### src/rtl/lsu_defs.sv
// ============================================================================
// lsu_defs : access-size and FSM-state encodings shared by the LSU files
// Rev 1.0
// ============================================================================
`default_nettype none

package lsu_defs;

    localparam logic [1:0] SIZE_BYTE = 2'b00;
    localparam logic [1:0] SIZE_HALF = 2'b01;
    localparam logic [1:0] SIZE_WORD = 2'b10;

    typedef enum logic [1:0] {
        S_IDLE = 2'b00,
        S_RD   = 2'b01,
        S_WR   = 2'b10,
        S_DONE = 2'b11
    } lsu_state_e;

endpackage

`default_nettype wire

### src/rtl/lsu_align.sv
// ============================================================================
// lsu_align : load lane extract/extend, store lane merge, misalignment check
// Rev 1.0
// ============================================================================
`default_nettype none

module lsu_align
    import lsu_defs::*;
(
    input  logic [31:0] ld_word_i,
    input  logic [1:0]  size_i,
    input  logic [1:0]  offset_i,
    input  logic        unsigned_i,
    input  logic [31:0] wdata_i,
    input  logic [1:0]  chk_size_i,
    input  logic [1:0]  chk_offset_i,
    output logic [31:0] ld_data_o,
    output logic [31:0] st_word_o,
    output logic        misaligned_o
);

    logic [7:0]  w_byte;
    logic [15:0] w_half;

    assign w_byte = ld_word_i[{offset_i, 3'b000} +: 8];
    assign w_half = ld_word_i[{offset_i[1], 4'b0000} +: 16];

    always_comb begin
        ld_data_o = ld_word_i;
        case (size_i)
            SIZE_BYTE: ld_data_o = {{24{~unsigned_i & w_byte[7]}}, w_byte};
            SIZE_HALF: ld_data_o = {{16{~unsigned_i & w_half[15]}}, w_half};
            default:   ld_data_o = ld_word_i;
        endcase
    end

    // Sub-word stores overwrite only the addressed lane of the old word.
    always_comb begin
        st_word_o = ld_word_i;
        case (size_i)
            SIZE_BYTE: st_word_o[{offset_i, 3'b000} +: 8]     = wdata_i[7:0];
            SIZE_HALF: st_word_o[{offset_i[1], 4'b0000} +: 16] = wdata_i[15:0];
            default:   st_word_o = wdata_i;
        endcase
    end

    always_comb begin
        misaligned_o = 1'b1;
        case (chk_size_i)
            SIZE_BYTE: misaligned_o = 1'b0;
            SIZE_HALF: misaligned_o = chk_offset_i[0];
            SIZE_WORD: misaligned_o = |chk_offset_i;
            default:   misaligned_o = 1'b1;
        endcase
    end

endmodule

`default_nettype wire

### src/rtl/load_store_unit.sv
// ============================================================================
// load_store_unit : sequential byte/half/word LSU with read-modify-write stores
// Rev 1.0
// ============================================================================
`default_nettype none

module load_store_unit
    import lsu_defs::*;
#(
    parameter int ADDR_SIZE = 5,
    parameter int WORD_SIZE = 32
) (
    input  logic                 clk_i,
    input  logic                 rst_ni,
    input  logic                 req_i,
    input  logic                 we_i,
    input  logic [1:0]           size_i,
    input  logic                 unsigned_i,
    input  logic [31:0]          addr_i,
    input  logic [WORD_SIZE-1:0] wdata_i,
    output logic                 ready_o,
    output logic                 done_o,
    output logic                 err_o,
    output logic [WORD_SIZE-1:0] rdata_o,
    output logic [ADDR_SIZE-1:0] mem_addr_o,
    output logic [WORD_SIZE-1:0] mem_data_o,
    output logic                 mem_wen_o,
    input  logic [WORD_SIZE-1:0] mem_data_i
);

    lsu_state_e           r_state;
    lsu_state_e           w_state_nxt;
    logic                 r_we;
    logic [1:0]           r_size;
    logic                 r_uns;
    logic [1:0]           r_off;
    logic [WORD_SIZE-1:0] r_wdata;
    logic [ADDR_SIZE-1:0] r_waddr;
    logic                 r_err;
    logic [WORD_SIZE-1:0] r_rdata;
    logic [WORD_SIZE-1:0] r_mem_data;

    logic                 w_accept;
    logic                 w_misaligned;
    logic [WORD_SIZE-1:0] w_ld_data;
    logic [WORD_SIZE-1:0] w_st_word;
    logic                 w_unused_addr;

    // Upper byte-address bits are dropped so accesses wrap within the memory.
    assign w_unused_addr = ^addr_i[31:ADDR_SIZE+2];

    lsu_align u_align (
        .ld_word_i    (mem_data_i),
        .size_i       (r_size),
        .offset_i     (r_off),
        .unsigned_i   (r_uns),
        .wdata_i      (r_wdata),
        .chk_size_i   (size_i),
        .chk_offset_i (addr_i[1:0]),
        .ld_data_o    (w_ld_data),
        .st_word_o    (w_st_word),
        .misaligned_o (w_misaligned)
    );

    assign w_accept = req_i && (r_state == S_IDLE);

    always_comb begin
        w_state_nxt = r_state;
        case (r_state)
            S_IDLE: begin
                if (req_i) begin
                    if (w_misaligned)
                        w_state_nxt = S_DONE;
                    else if (we_i && (size_i == SIZE_WORD))
                        w_state_nxt = S_WR;
                    else
                        w_state_nxt = S_RD;
                end
            end
            S_RD:    w_state_nxt = r_we ? S_WR : S_DONE;
            S_WR:    w_state_nxt = S_DONE;
            S_DONE:  w_state_nxt = S_IDLE;
            default: w_state_nxt = S_IDLE;
        endcase
    end

    always_ff @(posedge clk_i or negedge rst_ni) begin
        if (!rst_ni) begin
            r_state    <= S_IDLE;
            r_we       <= 1'b0;
            r_size     <= SIZE_BYTE;
            r_uns      <= 1'b0;
            r_off      <= 2'b00;
            r_wdata    <= '0;
            r_waddr    <= '0;
            r_err      <= 1'b0;
            r_rdata    <= '0;
            r_mem_data <= '0;
        end else begin
            r_state <= w_state_nxt;
            if (w_accept) begin
                r_we    <= we_i;
                r_size  <= size_i;
                r_uns   <= unsigned_i;
                r_off   <= addr_i[1:0];
                r_wdata <= wdata_i;
                r_waddr <= addr_i[ADDR_SIZE+1:2];
                r_err   <= w_misaligned;
                // Word stores skip the read, so their write data is known now.
                if (we_i && (size_i == SIZE_WORD))
                    r_mem_data <= wdata_i;
            end
            if (r_state == S_RD) begin
                if (r_we)
                    r_mem_data <= w_st_word;
                else
                    r_rdata <= w_ld_data;
            end
        end
    end

    assign ready_o    = (r_state == S_IDLE);
    assign done_o     = (r_state == S_DONE);
    assign err_o      = r_err && (r_state == S_DONE);
    assign rdata_o    = r_rdata;
    assign mem_addr_o = r_waddr;
    assign mem_data_o = r_mem_data;
    assign mem_wen_o  = (r_state == S_WR);

endmodule

`default_nettype wire
### config.mk
export PLATFORM = sky130hd
export DESIGN_NAME = load_store_unit
export DESIGN_NICKNAME = d
export VERILOG_FILES = /design/src/rtl/lsu_defs.sv /design/src/rtl/lsu_align.sv /design/src/rtl/load_store_unit.sv
export SDC_FILE = /design/constraint.sdc
export NUM_CORES = 1
export LEC_CHECK = 0
export BUFFER_PORTS_ARGS = -buffer_cell sky130_fd_sc_hd__buf_2
export CORE_MARGIN = 4
export CORE_UTILIZATION = 45
export DETAILED_ROUTE_END_ITERATION = 6
export PLACE_DENSITY = 0.7
export SYNTH_ARGS = -nofsm -noshare
export SYNTH_HDL_FRONTEND = slang
export SYNTH_HIERARCHICAL = 1
export SYNTH_SLANG_ARGS = --single-unit
### constraint.sdc
create_clock -name clk_i -period 3.3 [get_ports clk_i]
set_input_delay 0.33 -clock clk_i [delete_from_list [all_inputs] [get_ports clk_i]]
set_output_delay 0.33 -clock clk_i [all_outputs]
set_load 0.1 [all_outputs]
==> results of run 1 <==
## placed cells by master, fill, tap and decap left out, types with 9 or more instances in the layout
cell type	instances
and2_1	10
inv_1	15
clkbuf_16	9
o21ai_0	71
dfrtp_1	109
nand2_1	182
buf_2	149
a31oi_1	40
ha_1	10
mux2_2	32
buf_4	15
mux2i_1	25
nor2_1	36
nand3_1	47
a211o_1	9
## cell families after synthesis
kind of cell	count (synthesis)	share of synthesized area
AND/OR/NAND/NOR	311	0.2177
adder cells (fa/ha/maj)	10	0.01947
multiplexers	59	0.1009
flip-flops	110	0.4283
AO/OA/AOI/OAI	168	0.1725
buffers and inverters	78	0.06114
## final timing paths
check | from | to | slack, ns | depth (start not counted)
worst max-delay path | r_off[0]$_DFFE_PN0N_ | mem_data_o[12]$_DFF_PN0_ | 0.90 | 7
worst min-delay path | rst_ni | mem_data_o[2]$_DFF_PN0_ | 0.06 | 1
worst max register to register | r_off[0]$_DFFE_PN0N_ | mem_data_o[12]$_DFF_PN0_ | 0.90 | 7
worst min register to register | mem_addr_o[2]$_DFFE_PN0N_ | mem_addr_o[2]$_DFFE_PN0N_ | 0.47 | 2
max in group asynchronous | rst_ni | rdata_o[7]$_DFFE_PN0P_ | 2.51 | 2
min in group clk_i | addr_i[3] | mem_addr_o[1]$_DFFE_PN0N_ | 0.16 | 3
## stage by stage
stage                     cell area (um^2)  worst slack (ns)
after detailed placement              7203            0.9884
after global placement                7203             1.015
after CTS                             7473            0.9746
final                                 7473            0.8977
after floorplan                       6426            0.9225
after global routing                  7473            0.7438
## flip-flops by register name, indices dropped and copies added (netlist names)
| signal | count |
|---|---|
| r_wdata | 32 |
| r_size | 2 |
| r_state | 2 |
| r_we | 1 |
| mem_data_o | 32 |
| mem_addr_o | 5 |
| rdata_o | 32 |
| r_uns | 1 |
| r_off | 2 |
| r_err | 1 |
## metal layers
layer | vias up | track usage | part of all wire
li1 | 2823 | - | -
met1 | 2942 | 0.3398 | 0.44
met2 | 247 | 0.3673 | 0.45
met3 | 27 | 0.05895 | 0.090
met4 | 0 | 0.05931 | 0.017
met5 | - | 0 | 0
## worst max-delay path: cells and delay by family, from the launching register on
kind                       cells  cell delay [ns]
AOI/OAI and AO/OA              2             0.60
buffers and inverters          1             0.16
and+or+nand+nor                3             0.75
DFF                            1             0.57
adders and majority gates      1             0.25
## final cells by class
| class | instances | area [um^2] |
|---|---|---|
| fillers | 1311 | 6461 |
| multi-input cells | 548 | 3289 |
| flip-flops and latches | 110 | 2754 |
| repair buffers | 165 | 878.3 |
| clock buffers | 11 | 232.7 |
| well taps | 180 | 225.2 |
| inverters | 15 | 56.30 |
| clock inverters | 2 | 37.54 |
==> results.sh, run 1 <==
export IMPL_layout_drive_gt1_share=0.2585
export IMPL_whs_ns=0.05752
export IMPL_ys_flop_type="dfrtp_1"
export IMPL_max_freq_mhz=416.3
export IMPL_yosysWarnings=6
export IMPL_startpoint_type="flop"
export IMPL_final_cells=1031
export IMPL_grt_overflow=0
export IMPL_post_synth_top_count_cell="nand2_1"
export IMPL_wire_per_inst_um=18.89
export IMPL_ys_ff_latch=110
export IMPL_syn_area_um2=6426
export IMPL_drt_total_wl_mm=19.47
export IMPL_grt_max_degree=77
export IMPL_cts_sinks=110
export IMPL_critical_path_class="flop to flop"
export IMPL_fin_tns_setup_ns=0
export IMPL_drv_cap=0
export IMPL_start_util=0.4612
export IMPL_antennaDiodeCount=0
export IMPL_clkLatencyLatePin_ns=0.36
export IMPL_fin_crit_ns=2.402
export IMPL_dr_pass1_iters=5
export IMPL_htree_levels=3
export IMPL_antenna_found_initial=0
export IMPL_critPathCaptureType="flop"
export IMPL_hold_class="primary input to async pin"
export IMPL_vias_per_cell=5.857
export IMPL_slew_headroom=0.4013
export IMPL_fin_util=0.5363
export IMPL_cp_cell_sequence="inv_1 -> ha_1 -> nor4_2 -> nand4_2 -> o2111ai_1 -> nor2_1 -> a31oi_1"
export IMPL_synthDistinctLibCells=49
export IMPL_synth_top_area_frac=0.4283
export IMPL_synth_area_leaders="dfrtp_1 (43%), nand2_1 (11%), mux2_2 (5.6%)"
export IMPL_hold_viol=0
export IMPL_areaGrowthSynthToFinish_pct=16.30
export IMPL_clockBufferDepth=2
export IMPL_cts_made_buffers=9
export IMPL_skew_ns=0.008534
export IMPL_avgSynthCellArea_um2=8.731
export IMPL_finalSetupViolCount=0
export IMPL_antenna_left=0
export IMPL_cts_resized=0
export IMPL_synthCells=736
export IMPL_async_flop_share=1.000
export IMPL_place_inst=1018
export IMPL_hold_buffers=0
export IMPL_timing_final_max_slew_violations=0
export IMPL_critPathRequiredTime_ns=3.58
export IMPL_die_w_um=127.5
export IMPL_die_h_um=127.5
export IMPL_synth_common_cells="nand2_1 (184), dfrtp_1 (110), o21ai_0 (71), nand3_1 (47), a31oi_1 (40)"
export IMPL_cp_max_fo=10
export IMPL_period_share=0.7280
export IMPL_synth_edff_count=0
export IMPL_portBuffers=150
export IMPL_io_pins=176
export IMPL_drc=0
export IMPL_vias=6039
export IMPL_drtIter0Drc=546
export IMPL_synth_largest_area_cell="dfrtp_1"
export IMPL_rows=43
export IMPL_synth_nets=849
export IMPL_synth_seq_area_share=0.4283
export IMPL_cp_arrival_ns=2.68
export IMPL_die_area_um2=16260
export IMPL_clk_pin_slew_worst_paths_ns=0.07
export IMPL_rsz0062_at_grt="no"
export IMPL_status="completed"
export IMPL_nets=962
export IMPL_postCtsSetupBuffers=0
export IMPL_tightest_slew_ns=0.8912
export IMPL_cts_root_buf="clkbuf_16"
export IMPL_core_area_um2=13930
export IMPL_hpwl_mm=13.71
export IMPL_gp_congestion=0.8702
export IMPL_grt_pass1_wl_mm=30.98
export IMPL_cts_tree="done"
export IMPL_critPathMaxStageDelay_ns=0.57
export IMPL_crit_slowest_cell="dfrtp_1"
export IMPL_grt_total_usage=0.2389
export IMPL_grt_pass1_vias=5784
Power of run 1 is not shown: default switching activity piles up to over one toggle a cycle in this logic, so the estimate is an artifact.
==> inputs of run 2 (changes only) <==
==> constraint.sdc (replaced) <==
create_clock -name clk_i -period 2.4 [get_ports clk_i]
set_input_delay 0.24 -clock clk_i [delete_from_list [all_inputs] [get_ports clk_i]]
set_output_delay 0.24 -clock clk_i [all_outputs]
set_load 0.1 [all_outputs]
==> run 2 against run 1 <==
Global-route usage rose by 0.68 points. Setup slack worse by 0.61 ns. Clock skew is 0.0017 ns higher. Largest cell class unchanged.
==> results.sh, run 2 (same netlist as run 1, synthesis figures left out) <==
export IMPL_critPathRequiredTime_ns=2.68
export IMPL_pre_cts_slack_ns=0.3426
export IMPL_start_util=0.4612
export IMPL_tightest_slew_ns=0.8369
export IMPL_setup_slack_ns=0.2899
export IMPL_period_share=0.8792
export IMPL_cp_max_fo=8
export IMPL_fillCellCount=1296
export IMPL_finalSetupViolCount=0
export IMPL_critPathBufInv=1
export IMPL_hold_class="primary input to flop"
export IMPL_cts_tree="done"
export IMPL_fin_area_um2=7575
export IMPL_clk_pin_slew_worst_paths_ns=0.07
export IMPL_skew_ns=0.01025
export IMPL_critPathCaptureType="flop"
export IMPL_clockBufferDepth=2
export IMPL_nets=968
export IMPL_dr_pass1_iters=7
export IMPL_cts_sinks=110
export IMPL_rsz0062_at_grt="no"
export IMPL_antenna_left=0
export IMPL_rows=43
export IMPL_wire_per_inst_um=19.03
export IMPL_crit_cells=7
export IMPL_startpoint_type="flop"
export IMPL_die_w_um=127.5
export IMPL_cts_root_buf="clkbuf_16"
export IMPL_critical_path_class="flop to flop"
export IMPL_gp_congestion=0.9048
export IMPL_max_freq_mhz=473.9
export IMPL_final_cell_mix="nand2_1 (182), buf_2 (149), dfrtp_1 (109), o21ai_0 (71), nand3_1 (47)"
export IMPL_drc=0
export IMPL_htree_levels=3
export IMPL_portBuffers=150
export IMPL_holdPathStages=3
export IMPL_slew_headroom=0.4378
export IMPL_grt_pass1_vias=5827
export IMPL_postPlaceCellArea_um2=7278
export IMPL_reg2regPathDepth=7
export IMPL_grt_pass1_wl_mm=31.55
export IMPL_drt_total_wl_mm=19.76
export IMPL_vias=6086
export IMPL_whs_ns=0.06411
export IMPL_io_pins=176
export IMPL_cp_arrival_ns=2.39
export IMPL_antenna_found_initial=0
export IMPL_cp_cell_sequence="inv_1 -> ha_1 -> nor4_2 -> nand4_2 -> o2111ai_1 -> nor2_1 -> a31oi_1"
export IMPL_cts_made_buffers=9
export IMPL_vias_per_cell=5.863
export IMPL_final_common_cell="nand2_1"
export IMPL_timing_final_max_slew_violations=0
export IMPL_crit_slowest_cell="dfrtp_1"
export IMPL_grt_total_usage=0.2457
export IMPL_drtIter0Drc=705
export IMPL_areaGrowthSynthToFinish_pct=17.87
export IMPL_die_area_um2=16260
export IMPL_core_area_um2=13930
export IMPL_layout_drive_gt1_share=0.2646
export IMPL_die_h_um=127.5
export IMPL_fin_tns_setup_ns=0
export IMPL_critPathMaxStageDelay_ns=0.39
export IMPL_crit_family="simple AND/OR/NAND/NOR gates"
export IMPL_fin_crit_ns=2.110
export IMPL_drv_cap=0
export IMPL_grt_overflow=0
export IMPL_hold_viol=0
export IMPL_hpwl_mm=13.75
export IMPL_antennaDiodeCount=0
export IMPL_grt_max_degree=77
export IMPL_status="completed"
export IMPL_clkLatencyLatePin_ns=0.36
run 2: layout make-up:
type,count,area (um^2),area share
tap,180,225.2,0.02973
clock inverter,3,43.79,0.005781
inverter,15,56.30,0.007433
clock buffer,11,242.7,0.03204
sequential,110,2754,0.3636
timing repair buffer,171,963.4,0.1272
multi-input combinational,548,3289,0.4343
run 2: worst paths after layout:
check                                   startpoint                        end  slack (ns)
min in group asynchronous                   rst_ni    mem_data_o[3]$_DFF_PN0_        0.47
setup / recovery              r_off[0]$_DFFE_PN0N_   mem_data_o[12]$_DFF_PN0_        0.29
max in group asynchronous                   rst_ni   mem_data_o[22]$_DFF_PN0_        1.23
hold reg to reg            r_wdata[20]$_DFFE_PN0N_    r_wdata[20]$_DFFE_PN0N_        0.48
setup reg to reg              r_off[0]$_DFFE_PN0N_   mem_data_o[12]$_DFF_PN0_        0.29
hold / removal                           addr_i[5]  mem_addr_o[3]$_DFFE_PN0N_        0.06
run 2: repair_timing:
action / 4_1_cts / 5_1_grt
hold buffers: 1 / 0
resized for setup: 0 / 0
hold endpoints to repair: 53 / 0
buffers inserted: 0 / 0
run 2: tightest hold or removal path, cell delays in order:
cell and delay [ns]:
buf_2 0.07, nand2_1 0.04, nand2_1 0.04
run 2: through the flow:
step	util	instances
after CTS	0.5436	1038
after global routing	0.5436	1038
after floorplan	-	736
after global placement	0.5223	1023
after detailed placement	0.5223	1023
final	0.5436	1038
run 2: layer usage:
metal,GRT usage,routed length (um),vias to the layer above
li1,-,-,2837
met1,0.3548,8673,2934
met2,0.3741,9101,291
met3,0.05309,1682,24
met4,0.06751,298,0
met5,0,0,-
Power of run 2 is left out for the same reason.
